$ cat config.mk
export PLATFORM = sky130hd
export DESIGN_NAME = mop_seq_master
export DESIGN_NICKNAME = d
export VERILOG_FILES = /design/src/rtl/mop_seq_pkg.sv /design/src/rtl/mop_seq_fifo.sv /design/src/rtl/mop_seq_master.sv
export SDC_FILE = /design/constraint.sdc
export NUM_CORES = 1
export LEC_CHECK = 0
export CAP_MARGIN = 20
export CORE_ASPECT_RATIO = 0.6
export CORE_UTILIZATION = 25
export CTS_CLUSTER_SIZE = 20
export DETAILED_ROUTE_END_ITERATION = 10
export GPL_TIMING_DRIVEN = 0
export HOLD_SLACK_MARGIN = 0.02
export SLEW_MARGIN = 30
export SYNTH_ARGS = -nofsm -noshare
export SYNTH_HDL_FRONTEND = slang
export SYNTH_SLANG_ARGS = --single-unit
$ cat constraint.sdc
create_clock -name clk_i -period 5.5 [get_ports clk_i]
set_clock_uncertainty 0.1 [all_clocks]
set_input_delay 0.55 -clock clk_i [delete_from_list [all_inputs] [get_ports clk_i]]
set_output_delay 0.55 -clock clk_i [all_outputs]
set_load 0.01 [all_outputs]
$ cat src/rtl/mop_seq_pkg.sv
// ============================================================================
// Module   : mop_seq_pkg
// Purpose  : Shared types and constants for the MOP load-sequence master.
// Revision : 1.0
// ============================================================================
`default_nettype none

package mop_seq_pkg;

  typedef enum logic [2:0] {
    S_IDLE  = 3'd0,
    S_START = 3'd1,
    S_TGT   = 3'd2,
    S_MODE  = 3'd3,
    S_DATA  = 3'd4,
    S_GAP   = 3'd5,
    S_DONE  = 3'd6
  } state_t;

  localparam int unsigned WORDS_SHORT      = 4;
  localparam int unsigned WORDS_LONG       = 8;
  localparam int unsigned FIFO_DEPTH       = 8;
  localparam logic [31:0] SEQ_ADDR_DEFAULT = 32'h0000_000C;

  // Mode bit 1 alone selects the short load; bit 0 never affects the length.
  function automatic logic [3:0] words_for_mode(input logic [1:0] mode);
    return mode[1] ? 4'(WORDS_SHORT) : 4'(WORDS_LONG);
  endfunction

endpackage

`default_nettype wire

$ cat src/rtl/mop_seq_fifo.sv
// ============================================================================
// Module   : mop_seq_fifo
// Purpose  : 8x32 synchronous instruction-word FIFO with push/pop/flush.
// Revision : 1.0
// ============================================================================
`default_nettype none

module mop_seq_fifo
  import mop_seq_pkg::*;
(
  input  logic        clk,
  input  logic        rst,
  input  logic        i_push,
  input  logic [31:0] i_data,
  input  logic        i_pop,
  input  logic        i_flush,
  output logic [31:0] o_head,
  output logic [3:0]  o_fill,
  output logic        o_full,
  output logic        o_empty
);

  logic [31:0] r_mem [FIFO_DEPTH];
  logic [2:0]  r_wr_ptr;
  logic [2:0]  r_rd_ptr;
  logic [3:0]  r_fill;
  logic        w_push;
  logic        w_pop;

  assign o_full  = (r_fill == 4'(FIFO_DEPTH));
  assign o_empty = (r_fill == 4'd0);
  assign o_fill  = r_fill;
  assign o_head  = r_mem[r_rd_ptr];
  assign w_push  = i_push && !o_full;
  assign w_pop   = i_pop && !o_empty;

  always_ff @(posedge clk) begin
    if (rst || i_flush) begin
      r_wr_ptr <= 3'd0;
      r_rd_ptr <= 3'd0;
      r_fill   <= 4'd0;
    end else begin
      if (w_push) r_wr_ptr <= r_wr_ptr + 3'd1;
      if (w_pop)  r_rd_ptr <= r_rd_ptr + 3'd1;
      case ({w_push, w_pop})
        2'b10:   r_fill <= r_fill + 4'd1;
        2'b01:   r_fill <= r_fill - 4'd1;
        default: r_fill <= r_fill;
      endcase
    end
  end

  always_ff @(posedge clk) begin
    if (w_push) r_mem[r_wr_ptr] <= i_data;
  end

endmodule

`default_nettype wire

$ cat src/rtl/mop_seq_master.sv
// ============================================================================
// Module   : mop_seq_master
// Purpose  : Serialises START/target/mode/instruction writes to the MOP slave.
// Revision : 1.0
// ============================================================================
`default_nettype none

module mop_seq_master
  import mop_seq_pkg::*;
#(
  parameter int                    ADDR_WIDTH = 32,
  parameter int                    DATA_WIDTH = 32,
  parameter int                    TGT_WIDTH  = 5,
  parameter logic [ADDR_WIDTH-1:0] SEQ_ADDR   = ADDR_WIDTH'(SEQ_ADDR_DEFAULT),
  parameter int                    GAP_CYCLES = 1
) (
  input  logic                  clk_i,
  input  logic                  rst_i,
  input  logic                  word_valid_i,
  input  logic [DATA_WIDTH-1:0] word_data_i,
  output logic                  word_ready_o,
  input  logic                  cmd_valid_i,
  input  logic [TGT_WIDTH-1:0]  cmd_target_i,
  input  logic [1:0]            cmd_mode_i,
  output logic                  cmd_ready_o,
  output logic [ADDR_WIDTH-1:0] bus_addr_o,
  output logic                  bus_write_o,
  output logic [DATA_WIDTH-1:0] bus_wdata_o,
  output logic [3:0]            bus_wstrb_o,
  output logic                  bus_valid_o,
  input  logic                  bus_ready_i,
  input  logic                  bus_error_i,
  output logic                  busy_o,
  output logic                  done_o,
  output logic                  err_o
);

  localparam int GW = $clog2(GAP_CYCLES + 1);

  state_t                 r_state, w_state_nxt;
  state_t                 r_after, w_after_nxt;
  logic [TGT_WIDTH-1:0]   r_tgt;
  logic [1:0]             r_mode;
  logic [3:0]             r_wcnt;
  logic [GW-1:0]          r_gap;
  logic                   r_err;
  logic [DATA_WIDTH-1:0]  w_head;
  logic [3:0]             w_fill;
  logic                   w_full;
  logic                   w_empty;
  logic                   w_cmd_acc;
  logic                   w_xfer;
  logic                   w_pop;
  logic                   w_flush;

  assign cmd_ready_o  = (r_state == S_IDLE) && (w_fill >= words_for_mode(cmd_mode_i));
  assign w_cmd_acc    = cmd_valid_i && cmd_ready_o;
  assign w_xfer       = bus_valid_o && bus_ready_i;
  assign w_pop        = w_xfer && (r_state == S_DATA) && !w_empty;
  assign w_flush      = w_xfer && bus_error_i;
  assign word_ready_o = !w_full;
  assign busy_o       = (r_state != S_IDLE);
  assign done_o       = (r_state == S_DONE);
  assign err_o        = r_err;

  mop_seq_fifo u_fifo (
    .clk     (clk_i),
    .rst     (rst_i),
    .i_push  (word_valid_i),
    .i_data  (word_data_i),
    .i_pop   (w_pop),
    .i_flush (w_flush),
    .o_head  (w_head),
    .o_fill  (w_fill),
    .o_full  (w_full),
    .o_empty (w_empty)
  );

  always_ff @(posedge clk_i) begin
    if (rst_i) begin
      r_state <= S_IDLE;
      r_after <= S_IDLE;
    end else begin
      r_state <= w_state_nxt;
      r_after <= w_after_nxt;
    end
  end

  always_comb begin
    w_state_nxt = r_state;
    w_after_nxt = r_after;
    bus_valid_o = 1'b0;
    bus_write_o = 1'b0;
    bus_addr_o  = '0;
    bus_wdata_o = '0;
    bus_wstrb_o = 4'h0;
    case (r_state)
      S_IDLE:  if (w_cmd_acc) w_state_nxt = S_START;
      S_START, S_TGT, S_MODE, S_DATA: begin
        bus_valid_o = 1'b1;
        bus_write_o = 1'b1;
        bus_addr_o  = SEQ_ADDR;
        bus_wstrb_o = 4'hF;
        case (r_state)
          S_TGT:   bus_wdata_o = DATA_WIDTH'(r_tgt);
          S_MODE:  bus_wdata_o = DATA_WIDTH'(r_mode);
          S_DATA:  bus_wdata_o = w_head;
          default: bus_wdata_o = '0;
        endcase
        if (w_xfer) begin
          // An errored write still counts as complete; the sequence aborts.
          if (bus_error_i) begin
            w_state_nxt = S_IDLE;
          end else begin
            w_state_nxt = S_GAP;
            case (r_state)
              S_START: w_after_nxt = S_TGT;
              S_TGT:   w_after_nxt = S_MODE;
              S_MODE:  w_after_nxt = S_DATA;
              default: w_after_nxt = (r_wcnt + 4'd1 == words_for_mode(r_mode)) ? S_DONE : S_DATA;
            endcase
          end
        end
      end
      S_GAP:   if (r_gap == GW'(GAP_CYCLES - 1)) w_state_nxt = r_after;
      S_DONE:  w_state_nxt = S_IDLE;
      default: w_state_nxt = S_IDLE;
    endcase
  end

  always_ff @(posedge clk_i) begin
    if (rst_i) begin
      r_tgt  <= '0;
      r_mode <= 2'b00;
      r_wcnt <= 4'd0;
      r_gap  <= '0;
      r_err  <= 1'b0;
    end else begin
      r_err <= w_flush;
      r_gap <= (r_state == S_GAP) ? r_gap + GW'(1) : '0;
      if (w_cmd_acc) begin
        r_tgt  <= cmd_target_i;
        r_mode <= cmd_mode_i;
        r_wcnt <= 4'd0;
      end else if (w_pop) begin
        r_wcnt <= r_wcnt + 4'd1;
      end
    end
  end

endmodule

`default_nettype wire

==> run metrics <==
Row Count=between 60 and 70; CP delay by family, top=buffers and inverters; YS warnings=0; Setup WS post-layout=1.66 ns; hold_buf cts=0; Syn Inst Count=between 600 and 700; largest net degree at the start of global routing=18; DP Wirelength=~18000 um; worst skew pair latency=around 0.54 ns; most common cell after layout, fill and taps aside=edfxtp_1; maximum vdd drop=224 uV; DP Area=14000 um^2; FF/Latch Area=8330 um^2; CP Data Arrival Time=around 3.2 ns; relative slew slack=45.0%; commonest cells after routing, fill and taps aside=edfxtp_1, clkdlybuf4s50_1, mux4_2, nor2_1, buf_4; CTS Buf Count=30; Core Region=46300 um^2; gr usage total=approximately 11%; Yosys reg bits=around 290; wire length per cell=17.6 um; Post-synth EDFFs=256; total negative slack=0 ns; critical path type=reg -> out; fillers=4485; area grow syn2layout=28.0%; Sink Count=288; 1st-pass router iterations=5; crit path max fanout=10; die area=47800 um^2; Initial Utilization=roughly 25%; Power Dens Cells=320 nW/um^2; Seq/Total Area, Yosys=71.1%; clock-pin slew on the worst setup and hold paths=0.06 ns; synthesized cell area=roughly 12000 um^2; Distinct cells, synth=53; period utilization=69.7%; CP required=a little under 5 ns; CTS root buf=clkbuf_16; Startpoint Class=flop; first-pass GRT wire length=between 30000 and 40000 um; layout net count=871; Buf+Inv Stages, Crit Path=3; post-cts resize count=0; grt ovf=0; DRC viols=0; vias in the first global route=around 6k; type of the tightest min-delay check=in -> reg; Post-synth top flop=edfxtp_1; layout cells sized above 1=between 20% and 30%; final setup vio count=0; CTS max path bufs=3; vias per std cell=4.19; Lkg Pwr=between 0.004 and 0.005 uW; measured slew at the worst slew-check pin=0.825 ns; final hold vios=0; DRT iter0 DRCs=407; Fmax achieved=0.261 GHz; Ports=120; GPL Wtd Cong=0.729; PortBufs=88; post-CTS setup buffers=0; max-slew violations=0; critical path cell sequence=or3b_1 -> clkbuf_1 -> clkbuf_1 -> nor2_1 -> clkdlybuf4s50_1; pre-CTS setup slack=between 2 and 2.5 ns; via count=6162; max_cap viols=0; Die Wd=281 um; CP dominant cell by count=clkbuf_1; footprint of the multi-input gates=3110 um^2; status=finished, final reports clean; Post-synth ARST share=0%; Tmin final=3.84 ns; max incr delay on CP=0.62 ns; critical path's slowest cell=clkdlybuf4s50_1; Critical Path End Type=output port; Detail Route Antenna Nets=0; H-tree levels=1; CTS tree=done; antenna violations before repair=4; fin area=15000 um^2; Avg Cell Area, Syn=roughly 18 um^2; Die H=170 um; drt total wl=25900 um; RSZ-0062 raised after global routing=false
[registers in the layout, indices dropped and copies added (netlist names), 3 cells and up, named ones only]
| name | cells |
|---|---|
| u_fifo.r_mem | 256 |
| r_tgt | 5 |
| r_wcnt | 4 |
| u_fifo.o_fill | 4 |
| r_after | 3 |
| r_state | 3 |
| u_fifo.r_rd_ptr | 3 |
| u_fifo.r_wr_ptr | 3 |
[power by group]
part | switching (uW) | internal (uW)
combinational | 145 | 142
sequential | 16.5 | 2430
clock | 799 | 1270
total | 960 | 3840
[stage by stage]
step	util [%]	std cells	total power, uW	hold WS [ns]
2_1_floorplan	-	675	2640	0.322
3_5_place_dp	30.2	1415	2780	0.368
3_3_place_gp	29.2	1393	2760	0.371
5_1_grt	32.4	1471	4950	0.358
6_report	32.4	1472	4800	0.336
4_1_cts	32.4	1470	4840	0.325
[cell families (layout without fill, tap and decap cells)]
family	count (synthesis)	count (layout)	share of synthesized area [%]
DFF	288	288	71.1
xor gates and xnor gates	9	9	0.673
buffers and inverters	72	238	3.80
AOI/OAI and AO/OA	39	39	2.33
muxes	104	104	15.7
and+or+nand+nor	125	125	5.50
adders and majority gates	8	8	0.854
other	1	31	0.0320
[final cells by class]
type                    instances  area share [%]
diodes                          1          0.0167
plain buffers                  67            2.85
clock buffers                  42            5.73
clock inverters                13            1.07
inverters                       5           0.125
multi-input cells             315            20.7
flip-flops and latches        288            55.6
well taps                     630            5.26
repair buffers                111            8.68
[routing by layer]
layer	part of all wire (%)	vias up	track usage, %
met5	0.12	-	0
met4	1.4	6	1.80
met3	4.7	34	2.53
met2	46	121	16.8
met1	48	3169	15.6
li1	-	2832	-
[final timing paths]
path / start / to / slack, ns / cells past startpoint
max: r_state[2] / bus_wdata_o[23] / 1.66 / 5
min: rst_i / r_state[1] / 0.34 / 2
max reg2reg: u_fifo.o_fill[0] / u_fifo.r_mem[1][28] / 2.64 / 7
min reg2reg: r_gap / r_gap / 0.38 / 1
[synthesized netlist by cell type, drive strengths merged, types with 2 or more instances]
cell | instances | area [um^2]
ha | 8 | 100
a22oi | 5 | 37.5
a21oi | 7 | 35.0
xor2 | 7 | 61.3
o22ai | 2 | 12.5
or3 | 3 | 18.8
o21a | 2 | 15.0
mux2i | 40 | 400
edfxtp | 256 | 7690
o21ai | 12 | 60.1
clkbuf | 11 | 42.5
xnor2 | 2 | 17.5
and2 | 2 | 12.5
or4b | 2 | 20.0
mux4 | 64 | 1440
nor4bb | 2 | 35.0
nor3 | 6 | 35.0
nor4b | 3 | 26.3
dfxtp | 32 | 641
a211oi | 2 | 15.0
and3 | 3 | 18.8
nand2b | 9 | 56.3
buf | 56 | 384
inv | 5 | 18.8
nor2 | 59 | 224
nor2b | 4 | 25.0
a21o | 2 | 15.0
nand3 | 9 | 45.0
nand2 | 14 | 52.6
No activity file was read; power rests on OpenSTA's default activity.
